$ cat src/rtl/door_access_ctrl.sv
// Multi-user door access controller: N programmable codes plus a fixed master key,
// failed-attempt counting with escalating alarm, timed unlock and a menu session.
module door_access_ctrl #(
    parameter int          PW_W          = 14,
    parameter int          N_USERS       = 4,
    parameter int unsigned MASTER_KEY    = 1111,
    parameter int unsigned INIT_CODE     = 1234,
    parameter int          MAX_FAILS     = 3,
    parameter int          ALARM_CYCLES  = 16,
    parameter int          UNLOCK_CYCLES = 8,
    parameter int          MENU_TIMEOUT  = 32,
    localparam int         UW            = $clog2(N_USERS),
    localparam int         FW            = $clog2(MAX_FAILS + 1)
) (
    input  logic            clk,
    input  logic            reset,
    input  logic            code_valid,
    input  logic [PW_W-1:0] code_in,
    input  logic            unlock_req,
    input  logic            change_req,
    input  logic            exit_req,
    input  logic [UW-1:0]   slot_sel,
    input  logic [PW_W-1:0] new_code,
    output logic            unlock_signal,
    output logic            lock_signal,
    output logic            alarm_signal,
    output logic [2:0]      state,
    output logic [FW-1:0]   fail_count,
    output logic [UW-1:0]   auth_id,
    output logic            auth_master,
    output logic            err
);

    localparam logic [2:0] S_IDLE     = 3'd0;
    localparam logic [2:0] S_MENU     = 3'd1;
    localparam logic [2:0] S_UNLOCKED = 3'd2;
    localparam logic [2:0] S_ALARM    = 3'd3;
    localparam logic [2:0] S_CHANGE   = 3'd4;

    localparam logic [PW_W-1:0] MASTER_W = PW_W'(MASTER_KEY);
    localparam logic [PW_W-1:0] INIT_W   = PW_W'(INIT_CODE);

    // Timer must hold the longest interval (top alarm level) without wrapping.
    localparam int ALARM_MAX = ALARM_CYCLES << 2;
    localparam int TMAX_A    = (ALARM_MAX > UNLOCK_CYCLES) ? ALARM_MAX : UNLOCK_CYCLES;
    localparam int TMAX      = (TMAX_A > MENU_TIMEOUT) ? TMAX_A : MENU_TIMEOUT;
    localparam int TW        = $clog2(TMAX + 1);

    logic [2:0]      state_reg, state_next;
    logic [TW-1:0]   timer_reg, timer_next;
    logic [FW-1:0]   fail_reg, fail_next;
    logic [1:0]      level_reg, level_next;
    logic [UW-1:0]   auth_id_reg, auth_id_next;
    logic            auth_master_reg, auth_master_next;
    logic [UW-1:0]   pend_slot_reg, pend_slot_next;
    logic [PW_W-1:0] pend_code_reg, pend_code_next;
    logic            unlock_reg, unlock_next;
    logic            alarm_reg, alarm_next;
    logic            err_reg, err_next;

    logic [PW_W-1:0] slot_code_reg [N_USERS];
    logic [N_USERS-1:0] slot_valid_reg;
    logic [N_USERS-1:0] match_vec;
    logic            match_any;
    logic [UW-1:0]   match_idx;
    logic            master_hit;
    logic            slot_write;
    logic            change_ok;
    logic            any_req;
    logic [TW-1:0]   alarm_len;
    logic [FW-1:0]   fail_inc;

    genvar gi;
    generate
        for (gi = 0; gi < N_USERS; gi++) begin : g_cmp
            assign match_vec[gi] = slot_valid_reg[gi] && (slot_code_reg[gi] == code_in);
        end
    endgenerate

    // Lowest matching slot index wins.
    always_comb begin
        match_any = 1'b0;
        match_idx = '0;
        for (int i = N_USERS - 1; i >= 0; i--) begin
            if (match_vec[i]) begin
                match_any = 1'b1;
                match_idx = UW'(i);
            end
        end
    end

    assign master_hit = (code_in == MASTER_W);
    assign slot_write = (state_reg == S_CHANGE) && (pend_code_reg != MASTER_W);
    assign change_ok  = auth_master_reg || (slot_sel == auth_id_reg);
    assign any_req    = exit_req || unlock_req || change_req;
    assign alarm_len  = TW'(ALARM_CYCLES) << level_reg;
    assign fail_inc   = fail_reg + FW'(1);

    always_ff @(posedge clk) begin
        if (reset) begin
            slot_valid_reg <= '0;
            slot_valid_reg[0] <= 1'b1;
            for (int i = 0; i < N_USERS; i++) begin
                slot_code_reg[i] <= (i == 0) ? INIT_W : '0;
            end
        end else if (slot_write) begin
            for (int i = 0; i < N_USERS; i++) begin
                if (pend_slot_reg == UW'(i)) begin
                    slot_code_reg[i]  <= pend_code_reg;
                    slot_valid_reg[i] <= (pend_code_reg != '0);
                end
            end
        end
    end

    // State register and all registered outputs.
    always_ff @(posedge clk) begin
        if (reset) begin
            state_reg       <= S_IDLE;
            timer_reg       <= '0;
            fail_reg        <= '0;
            level_reg       <= '0;
            auth_id_reg     <= '0;
            auth_master_reg <= 1'b0;
            pend_slot_reg   <= '0;
            pend_code_reg   <= '0;
            unlock_reg      <= 1'b0;
            alarm_reg       <= 1'b0;
            err_reg         <= 1'b0;
        end else begin
            state_reg       <= state_next;
            timer_reg       <= timer_next;
            fail_reg        <= fail_next;
            level_reg       <= level_next;
            auth_id_reg     <= auth_id_next;
            auth_master_reg <= auth_master_next;
            pend_slot_reg   <= pend_slot_next;
            pend_code_reg   <= pend_code_next;
            unlock_reg      <= unlock_next;
            alarm_reg       <= alarm_next;
            err_reg         <= err_next;
        end
    end

    always_comb begin
        state_next       = state_reg;
        timer_next       = (timer_reg == TW'(TMAX)) ? timer_reg : timer_reg + TW'(1);
        fail_next        = fail_reg;
        level_next       = level_reg;
        auth_id_next     = auth_id_reg;
        auth_master_next = auth_master_reg;
        pend_slot_next   = pend_slot_reg;
        pend_code_next   = pend_code_reg;
        case (state_reg)
            S_IDLE: begin
                if (code_valid) begin
                    if (master_hit || match_any) begin
                        state_next       = S_MENU;
                        fail_next        = '0;
                        level_next       = '0;
                        auth_master_next = master_hit;
                        auth_id_next     = master_hit ? '0 : match_idx;
                    end else begin
                        fail_next = fail_inc;
                        if (fail_inc == FW'(MAX_FAILS)) begin
                            state_next = S_ALARM;
                        end
                    end
                end
            end
            S_ALARM: begin
                if (timer_reg == alarm_len - TW'(1)) begin
                    state_next = S_IDLE;
                    fail_next  = '0;
                    level_next = (level_reg == 2'd2) ? 2'd2 : level_reg + 2'd1;
                end
            end
            S_MENU: begin
                if (exit_req) begin
                    state_next = S_IDLE;
                end else if (unlock_req) begin
                    state_next = S_UNLOCKED;
                end else if (change_req) begin
                    if (change_ok) begin
                        state_next     = S_CHANGE;
                        pend_slot_next = slot_sel;
                        pend_code_next = new_code;
                    end
                end else if (timer_reg == TW'(MENU_TIMEOUT - 1)) begin
                    state_next = S_IDLE;
                end
                if (any_req) begin
                    timer_next = '0;
                end
            end
            S_CHANGE: begin
                state_next = S_MENU;
            end
            S_UNLOCKED: begin
                if (timer_reg == TW'(UNLOCK_CYCLES - 1)) begin
                    state_next = S_IDLE;
                end
            end
            default: begin
                state_next = S_IDLE;
            end
        endcase
        // Every state's interval counts from zero on entry.
        if (state_next != state_reg || state_reg == S_IDLE) begin
            timer_next = '0;
        end
    end

    always_comb begin
        unlock_next = (state_next == S_UNLOCKED);
        alarm_next  = (state_next == S_ALARM);
        err_next    = 1'b0;
        if (state_reg == S_MENU && !exit_req && !unlock_req && change_req && !change_ok) begin
            err_next = 1'b1;
        end
        if (state_reg == S_CHANGE && pend_code_reg == MASTER_W) begin
            err_next = 1'b1;
        end
    end

    assign unlock_signal = unlock_reg;
    assign lock_signal   = ~unlock_reg;
    assign alarm_signal  = alarm_reg;
    assign state         = state_reg;
    assign fail_count    = fail_reg;
    assign auth_id       = auth_id_reg;
    assign auth_master   = auth_master_reg;
    assign err           = err_reg;

endmodule

$ cat config.mk
export PLATFORM = sky130hd
export DESIGN_NAME = door_access_ctrl
export DESIGN_NICKNAME = d
export VERILOG_FILES = /design/src/rtl/door_access_ctrl.sv
export SDC_FILE = /design/constraint.sdc
export NUM_CORES = 1
export LEC_CHECK = 0
export BUFFER_PORTS_ARGS = -buffer_cell sky130_fd_sc_hd__buf_4
export CAP_MARGIN = 20
export CORE_MARGIN = 2
export CORE_UTILIZATION = 45
export CTS_CLUSTER_DIAMETER = 150
export DETAILED_ROUTE_END_ITERATION = 12
export PLACE_DENSITY_LB_ADDON = 0.1
export SLEW_MARGIN = 40
export SYNTH_ARGS = -nofsm -noshare
export SYNTH_HDL_FRONTEND = slang
export SYNTH_SLANG_ARGS = --single-unit
export TNS_END_PERCENT = 20
$ cat constraint.sdc
create_clock -name clk -period 2.15 [get_ports clk]
set_clock_uncertainty 0.05 [all_clocks]
set_input_delay 0 -clock clk [delete_from_list [all_inputs] [get_ports clk]]
set_output_delay 0 -clock clk [all_outputs]
set_load 0.02 [all_outputs]
Word-level counts from Yosys, hierarchy flattened
Memory sizes are Yosys's and may differ from the RTL's.
Index checks and enable logic that the tools add are counted.

operators by class
  equal/unequal tests = 27
  add/sub/neg operators = 4
  multiply operators = 0
  muxes and demuxes = 56
  shift operators = 1
  reductions and logical operators = 31
  bitwise logic cells = 7
  divide/modulo/power cells = 0
  $lt $le $gt $ge = 0

operators with widths
  cell                    count
  $eq A14 B14 Y1          4
  $mux W14                4
  $mux W3                 10
  $eq A14 B11 Y1 const B  2
  $mux W1                 24
  $mux W2                 12
  $mux W7                 3
  $pmux W3 S5             1
  $ne A14 B11 Y1 const B  1
  $reduce_bool A14 Y1     1
  $eq A3 B2 Y1 const B    4
  $logic_and A1 B1 Y1     10
  $eq A2 B2 Y1 const B    4
  $pmux W2 S2             2
  $reduce_and A2 Y1       4
  $add A7 B1 Y7 const B   1
  $eq A7 B3 Y1 const B    1
  $eq A7 B5 Y1 const B    1
  $eq A7 B7 Y1            1
  $eq A7 B7 Y1 const B    1
  $shl A5 B2 Y7 const A   1
  $sub A7 B1 Y7 const B   1
  $ne A2 B2 Y1 const B    3
  $reduce_and A3 Y1       2
  other kinds (16)        28

storage, ports and cells
  bits in registers = 40
  bits of input ports = 36
  bits in read-only memories = 0
  bits in writable memories = 56
  memories kept = 1
  bits in latches = 0

memory list
  memory         words  bits a word  read ports  clocked after Yosys merged registers in  write ports  RTL line  source
  slot_code_reg  4      14           4           0                                        4            61        logic [PW_W-1:0] slot_code_reg [N_USERS];

Longest topological paths before layout
Gate-level depths: netlist (run 1).

  word-level depth = 13
  gate-level depth with buffers = 8
  mapped depth without buffers = 8

Least setup slack after synthesis (run 1)
Ideal clock, no wire load.

  kind = flip-flop to flip-flop
  start = register pend_code_reg[9]
  end = register slot_valid_reg[0]
  arrival = 1.970 ns
  stages on the path, launching flop included = 7
  required time = 1.983 ns
  slack = 0.014 ns
  cell sequence = dfxtp_1 > or4_1 > nor4_4 > nor2_1 > nand2_1 > nand2_1 > o22a_1

between the ends
  longest elaborated chain between the ends = 3

RTL lines
  item                                RTL line  source
  start, declared                     56        logic [PW_W-1:0] pend_code_reg, pend_code_next;
  start signal, assigned              138       pend_code_reg <= pend_code_next;
  $ne A14 B11 Y1                      93        assign slot_write = (state_reg == S_CHANGE) && (pend_code_reg != MASTER_W);
  $logic_and A1 B1 Y1                 93
  $reduce_and A2 Y1 (no source line)  --
  end signal, assigned by index       110       slot_valid_reg[i] <= (pend_code_reg != '0);
  end, declared                       62        logic [N_USERS-1:0] slot_valid_reg;

Several ways; a longest one is shown, not always the timed one.
A chain may end at the register's enable or synchronous reset.

Final worst setup path (run 1)
  start = register level_reg[1]
  end = register timer_reg[2]

between the ends
  longest elaborated chain between the ends = 8

RTL lines
  item                               RTL line  source
  start, declared                    52        logic [1:0] level_reg, level_next;
  start signal, assigned             134       level_reg <= level_next;
  $shl A5 B2 Y7                      96        assign alarm_len = TW'(ALARM_CYCLES) << level_reg;
  $sub A7 B1 Y7                      172       if (timer_reg == alarm_len - TW'(1)) begin
  $eq A7 B7 Y1                       172
  $mux W3                            172
  $pmux W3 S5                        154       case (state_reg)
  $ne A3 B3 Y1                       209       if (state_next != state_reg || state_reg == S_IDLE) begin
  $logic_or A1 B1 Y1                 209
  $reduce_or A2 Y1 (no source line)  --
  end signal, assigned               132       timer_reg <= timer_next;
  end, declared                      50        logic [TW-1:0] timer_reg, timer_next;

Every way passes these cells.

==> results by group, run 1 <==
Worst setup path
  • Setup CP Type: reg2reg
  • Crit path max fanout: 7
  • CP max stage cell: a2111oi_4
  • Bufs and invs on worst path: 2
  • Worst EP arrival: 2.35 ns
  • Reg2reg end: timer_reg[2]
  • FF-to-FF path depth: 9
  • WP data required: 2.41 ns
  • CP delay by family, top: compound AO/OA/AOI/OAI gates
  • Reg-to-reg slack, setup: 0.06 ns
  • Most frequent CP cell: a2111oi_4
  • RR Startpoint: level_reg[1]
  • Critical path endpoint category: flop
  • Startpoint type of the worst setup path: flop
  • CP peak stage delay: 0.40 ns
  • Crit path cell chain: inv_2 -> ha_4 -> xnor2_4 -> nor4_4 -> a2111oi_4 -> a31oi_2 -> a2111oi_4 -> buf_4 -> nor3b_2

Global routing
  • Overall fraction of global-route tracks in use: 22.19%
  • First-pass GRT wire length: 19020 µm
  • Vias in the first global route: 3542
  • Grt total ovfl: 0
  • Largest net degree at the start of global routing: 29
  • Initial antenna violation count: 0

Die
  • Total core area: 10320 µm²
  • Die height: 107.2 µm
  • IO Pins: 48
  • Die width: 107.2 µm
  • FP Rows: 37
  • Starting Density: 46.41%
  • Die Area: 11490 µm²

Layout
  • Nets@finish: 581
  • Syn-to-layout area delta: 25.52%
  • Core Util, Final: 58.25%
  • Max reg flops: 56
  • Layout cell share with drive strength beyond 1: 28.62%
  • Antenna Cells: 0

Routing
  • # DRC: 0
  • Final ANT Viol Nets: 0
  • Via count: 3552
  • Initial drt markers: 217
  • First-pass DRT Iterations: 5
  • DR vias/cell: 5.216
  • Avg WL per Cell: 17.72 µm
  • Final WL: 12070 µm

CTS
  • Worst-Skew Late Latency: 0.37 ns
  • Clock buffer depth: 2
  • TritonCTS clock tree: built
  • Cts bufs inserted: 9
  • Root buffer cell: clkbuf_8
  • CTS sink count: 96
  • H-tree depth: 3
  • CTS clock-pin slew for the worst setup and hold paths: 0.09 ns

Yosys
  • Main area contributors after synthesis: edfxtp_1 (35%), dfxtp_1 (17%), xnor2_1 (12%)
  • Mapped cell area: 4791 µm²
  • Most numerous cell in the Yosys netlist: xnor2_1
  • Synthesized area per cell: 10.69 µm²
  • Commonest cells post-synth: xnor2_1 (65), edfxtp_1 (56), dfxtp_1 (40)
  • EDFF count, synth: 56
  • Syn nets: 489
  • Seq/Total Area, Yosys: 51.82%
  • Yosys top cell area share: 35.10%
  • Yosys cell types: 53
  • Seq cells post-synth: 96
  • Synth Instances: 448
  • Main synth FF type: edfxtp_1
  • Ys async rst share: 0%
  • Largest area contributor in the netlist: edfxtp_1
  • Synthesis Warnings: 0

STA
  • Final max-slew violation count: 0
  • Hold Vio Cnt, Final: 0
  • Fin crit period: 2.089 ns
  • Fmax: 478.7 MHz
  • Final Cycle Share: 97.17%
  • Rel. slew slack: 71.72%
  • Unrepaired setup endpoints after global routing: true
  • Final setup vio count: 0
  • Worst-Margin Slew: 0.4218 ns

Placement
  • RD Place Congestion: 0.8552
  • Port-buffer cells: 47
  • DP HPWL: 8655 µm

Hold path
  • Hold Startpoint: unlock_req
  • Min-Delay Path Class: in2reg
  • Hold depth: 4
  • Hold-critical path endpoint: unlock_signal

Power and ir drop
  • Switch Pwr: 0.8531 mW
  • P per Cell Area: 569.0 nW/µm²
  • Int Pwr: 2.568 mW
  • Sequential power share: 58.3%
  • Logic gate share of total power: 10.1%
  • Sw Ratio: 24.94%
  • Overall power: 3.421 mW
  • Clock power share: 31.7%
  • Max VDD drop: 0.3388 mV
  • Lkg Pwr: 2.286 nW

Run
  • Max cap viols: 0

Outcome
  • Status: complete, no violations
[worst max-delay path by stage]
stage,to,depth (start not counted),startpoint
after floorplan,slot_valid_reg[0],6,pend_code_reg[9]
after global placement,timer_reg[2],9,level_reg[0]
after detailed placement,timer_reg[2],9,level_reg[1]
after CTS,timer_reg[2],10,level_reg[1]
after global routing,timer_reg[2],9,level_reg[1]
final,timer_reg[2],9,level_reg[1]
[final cells by class]
cell class | instances | area (µm²)
fill | 900 | 4310
sequential | 96 | 2491
multi-input combinational | 308 | 2216
timing repair buffer | 110 | 908.4
tap | 136 | 170.2
clock buffer | 9 | 123.9
inverter | 15 | 56.30
clock inverter | 7 | 47.55
[what timing repair did]
item,in CTS,in global routing
endpoints found under the setup margin,7,38
pin swaps,4,5
hold endpoints to repair,20,0
resized for setup,3,19
hold buffers,18,0
setup buffers,1,1
[tightest hold or removal path, stage by stage]
cell	delay [ns]
buf_4	0.09
a31o_2	0.15
a32oi_1	0.07
nor3_1	0.14
[power by group through the flow]
stage	sequential, mW	clock, mW	combinational, mW
4_1_cts	2.00	1.10	0.342
2_1_floorplan	2.04	0	0.177
5_1_grt	2.00	1.18	0.371
3_3_place_gp	2.04	0	0.310
6_report	1.99	1.08	0.344
3_5_place_dp	2.04	0	0.314
[cell families (layout without fill, tap and decap cells)]
logic type	after synthesis	after routing	synth area share [%]
buf+inv	44	141	4.022
mux	1	1	0.2350
compound gates	55	55	8.018
flops	96	96	51.82
simple gates	180	180	22.36
xor+xnor	67	67	12.25
fa+ha+maj	5	5	1.306
[placed cells by master (no fill, tap or decap), drive strengths merged, types with 3 or more instances in the layout]
master and count:
nand4 15, buf 92, a2111oi 3, nor2b 5, dlygate4sd3 18, edfxtp 56
dfxtp 40, nand3 20, clkinv 5, ha 5, inv 15, nor3 8
nand2b 6, o21ai 20, xnor2 65, and2 21, a21oi 21, nor2 14
nand2 34, and3 39, nor4 9, clkbuf 9
[through the flow]
step / worst slack (ns) / hold slack [ns] / cell area, µm² / cells / setup TNS [ns]
after floorplan: 0.01356 / 0.08605 / 4791 / 448 / 0
after global placement: -0.1111 / 0.1997 / 5545 / 646 / -0.4637
after detailed placement: -0.2124 / 0.2066 / 5545 / 646 / -1.098
after CTS: 0.006496 / 0.07850 / 5913 / 681 / 0
after global routing: -0.05168 / 0.1127 / 6013 / 681 / -0.08776
final: 0.06086 / 0.08203 / 6013 / 681 / 0
[routing by layer]
layer  part of all wire [%]  routed length (µm)  track usage [%]
met4                    1.5                 186            7.236
met1                     47                5673            31.26
met2                     48                5777            35.71
met5                      0                   0                0
met3                    3.5                 428            2.553
(Power assumes the default switching activity.)
==> run 2: changes to the inputs <==
- PLACE_DENSITY: not set -> 0.65
- PLACE_DENSITY_LB_ADDON: 0.1 -> not set
==> run 2 against run 1 <==
- the run now ends with setup timing left
- die area is the same
- sequential power is essentially flat
- maximum frequency shrank 3.2%
- utilization grew 0.70 points
- largest power group unchanged
- first-iteration DRC count grew 4.1%
- total power grew 10%
- register-to-register slack lost 0.07 ns
- critical endpoint is now alarm_signal
- wire length shrank 5.5%
==> results by group, run 2 (same netlist as run 1, synthesis figures left out) <==
Routing
  • Final WL: 11410 µm (-5.5%)
  • Initial drt markers: 226 (+4.1%)
  • Avg WL per Cell: 16.82 µm (-5.0%)
  • Final ANT Viol Nets: 0 (unchanged)
  • # DRC: 0 (unchanged)
  • Via count: 3619 (+1.9%)
  • First-pass DRT Iterations: 4 (-1)
  • DR vias/cell: 5.338 (+2.3%)

CTS
  • Worst-Skew Late Latency: 0.35 ns (-0.02 ns)
  • CTS sink count: 96 (unchanged)
  • H-tree depth: 3 (unchanged)
  • CTS clock-pin slew for the worst setup and hold paths: 0.10 ns (about the same)
  • TritonCTS clock tree: built
  • Cts bufs inserted: 9 (unchanged)
  • Clock buffer depth: 2 (unchanged)
  • Root buffer cell: clkbuf_8

STA
  • Unrepaired setup endpoints after global routing: true
  • Final Cycle Share: 100.3% (+3.2 points)
  • Fin crit period: 2.157 ns (+0.06800 ns)
  • Hold Vio Cnt, Final: 0 (unchanged)
  • Final setup vio count: 1 (+1)
  • Rel. slew slack: 64.41% (-7.3 points)
  • Worst-Margin Slew: 0.5290 ns (+0.1072 ns)
  • Setup TNS: -0.007139 ns (-0.007139 ns)
  • Final max-slew violation count: 0 (unchanged)
  • Worst setup margin: -0.007139 ns (-0.06800 ns)
  • Fmax: 463.6 MHz (-3.2%)

Worst setup path
  • Crit path max fanout: 5 (-2)
  • CP max stage cell: nor4_1
  • Worst EP arrival: 2.36 ns (about the same)
  • Startpoint type of the worst setup path: flop
  • CP peak stage delay: 0.42 ns (+0.02 ns)
  • Critical path endpoint category: flop
  • Crit path cell chain: or3_1 -> nor4_1 -> a2111oi_4 -> a31o_2 -> a32oi_1 -> o21ba_2
  • WP data required: 2.36 ns (-0.05 ns)
  • Setup CP Type: reg2reg

Die
  • Die Area: 11490 µm² (unchanged)
  • Die height: 107.2 µm (unchanged)
  • Die width: 107.2 µm (unchanged)
  • IO Pins: 48 (unchanged)
  • FP Rows: 37 (unchanged)
  • Total core area: 10320 µm² (unchanged)
  • Starting Density: 46.41% (unchanged)

Power and ir drop
  • Overall power: 3.769 mW (+10%)
  • P per Cell Area: 619.2 nW/µm² (+8.8%)
  • Lkg Pwr: 2.309 nW (+1.0%)
  • Max VDD drop: 0.3781 mV (+12%)

Placement
  • RD Place Congestion: 0.8327 (-2.6%)
  • DP HPWL: 8127 µm (-6.1%)
  • Port-buffer cells: 47 (unchanged)
  • DP Area: 5535 µm² (-0.18%)
  • Post-Place Cells: 643 (-0.46%)

Global routing
  • First-pass GRT wire length: 18220 µm (-4.2%)
  • Largest net degree at the start of global routing: 29 (unchanged)
  • Grt total ovfl: 0 (unchanged)
  • Vias in the first global route: 3517 (-0.71%)
  • Initial antenna violation count: 0 (unchanged)
  • Met2 global-route usage: 33.95% (-1.8 points)
  • Overall fraction of global-route tracks in use: 20.78% (-1.4 points)
  • Busiest layer in global routing: met2
  • GR met3 Demand/Resource: 3.283% (+0.73 points)
  • M1 GR Usage: 29.01% (-2.3 points)

Run
  • Max cap viols: 0 (unchanged)

Layout
  • Nets@finish: 578 (-0.52%)
  • Max reg flops: 56 (unchanged)
  • Design area: 6086 µm² (+1.2%)
  • Antenna Cells: 0 (unchanged)
  • Layout cell share with drive strength beyond 1: 28.41% (-0.21 points)
  • Fillers: 865 (-3.9%)
  • Most frequent cells in the layout: buf_4 (84), xnor2_1 (64), edfxtp_1 (56), dfxtp_1 (37), and3_1 (35)
  • Commonest non-fill, non-tap cell in the layout: buf_4
  • Post-route non-filler standard cell count: 678 (-0.44%)
  • Syn-to-layout area delta: 27.03%

Hold path
  • Min-Delay Path Class: in2reg

Outcome
  • Failing checks: setup timing
  • Status: finished with violations
run 2: changes by cell type in the layout (fill, tap and decap cells not counted), moves of 2 or more:
cell / change
buf_4: -5
bufinv_16: +3
clkinv_2: -3
clkinvlp_4: -2
run 2: report_power, final:
group / switching [mW] / internal [mW]
combinational: 0.163 / 0.174
sequential: 0.0218 / 1.97
clock: 0.651 / 0.786
total: 0.837 / 2.93
run 2: critical path: cells and delay by family, from the launching register on:
family          cells  cell delay [ns]
simple gates        2             0.82
flops               1             0.37
compound gates      4             0.81
run 2: metal layers:
metal / share of wire (%) / wire length [µm] / up-vias
li1: - / - / 1754
met1: 45 / 5114 / 1737
met2: 47 / 5337 / 111
met3: 6.8 / 771 / 17
met4: 1.6 / 183 / 0
met5: 0 / 0 / -
run 2: per-stage QoR:
stage                     util, %  setup WS, ns  hold slack, ns
after global placement      53.62       -0.1003          0.2044
after detailed placement    53.62       -0.2281          0.2102
after CTS                   57.96     0.0001350         0.02280
final                       58.95     -0.007139         0.03063
after global routing        58.95       -0.1361         0.04043
after floorplan                 -       0.01356         0.08605
run 2: what timing repair did:
| action | in CTS | in global routing |
|---|---|---|
| setup buffers | 1 | 1 |
| resized for setup | 4 | 21 |
| hold buffers | 18 | 0 |
| pin swaps | 2 | 7 |
| endpoints found under the hold margin | 19 | 0 |
| endpoints found under the setup margin | 7 | 79 |
run 2: worst paths after layout:
path / startpoint / endpoint / slack (ns) / cells after the start
setup reg to reg: timer_reg[3] / alarm_signal / -0.007 / 6
hold reg to reg: slot_valid_reg[3] / slot_valid_reg[3] / 0.42 / 2
hold / removal: code_in[7] / auth_master / 0.03 / 4
setup / recovery: timer_reg[3] / alarm_signal / -0.007 / 6
run 2: layout make-up:
cell class / instances / area (µm²) / share of cell area (%)
tap: 136 / 170.2 / 2.796
clock inverter: 7 / 125.1 / 2.056
timing repair buffer: 107 / 902.1 / 14.82
inverter: 15 / 58.81 / 0.9663
clock buffer: 9 / 123.9 / 2.035
multi-input combinational: 308 / 2215 / 36.39
sequential: 96 / 2491 / 40.93
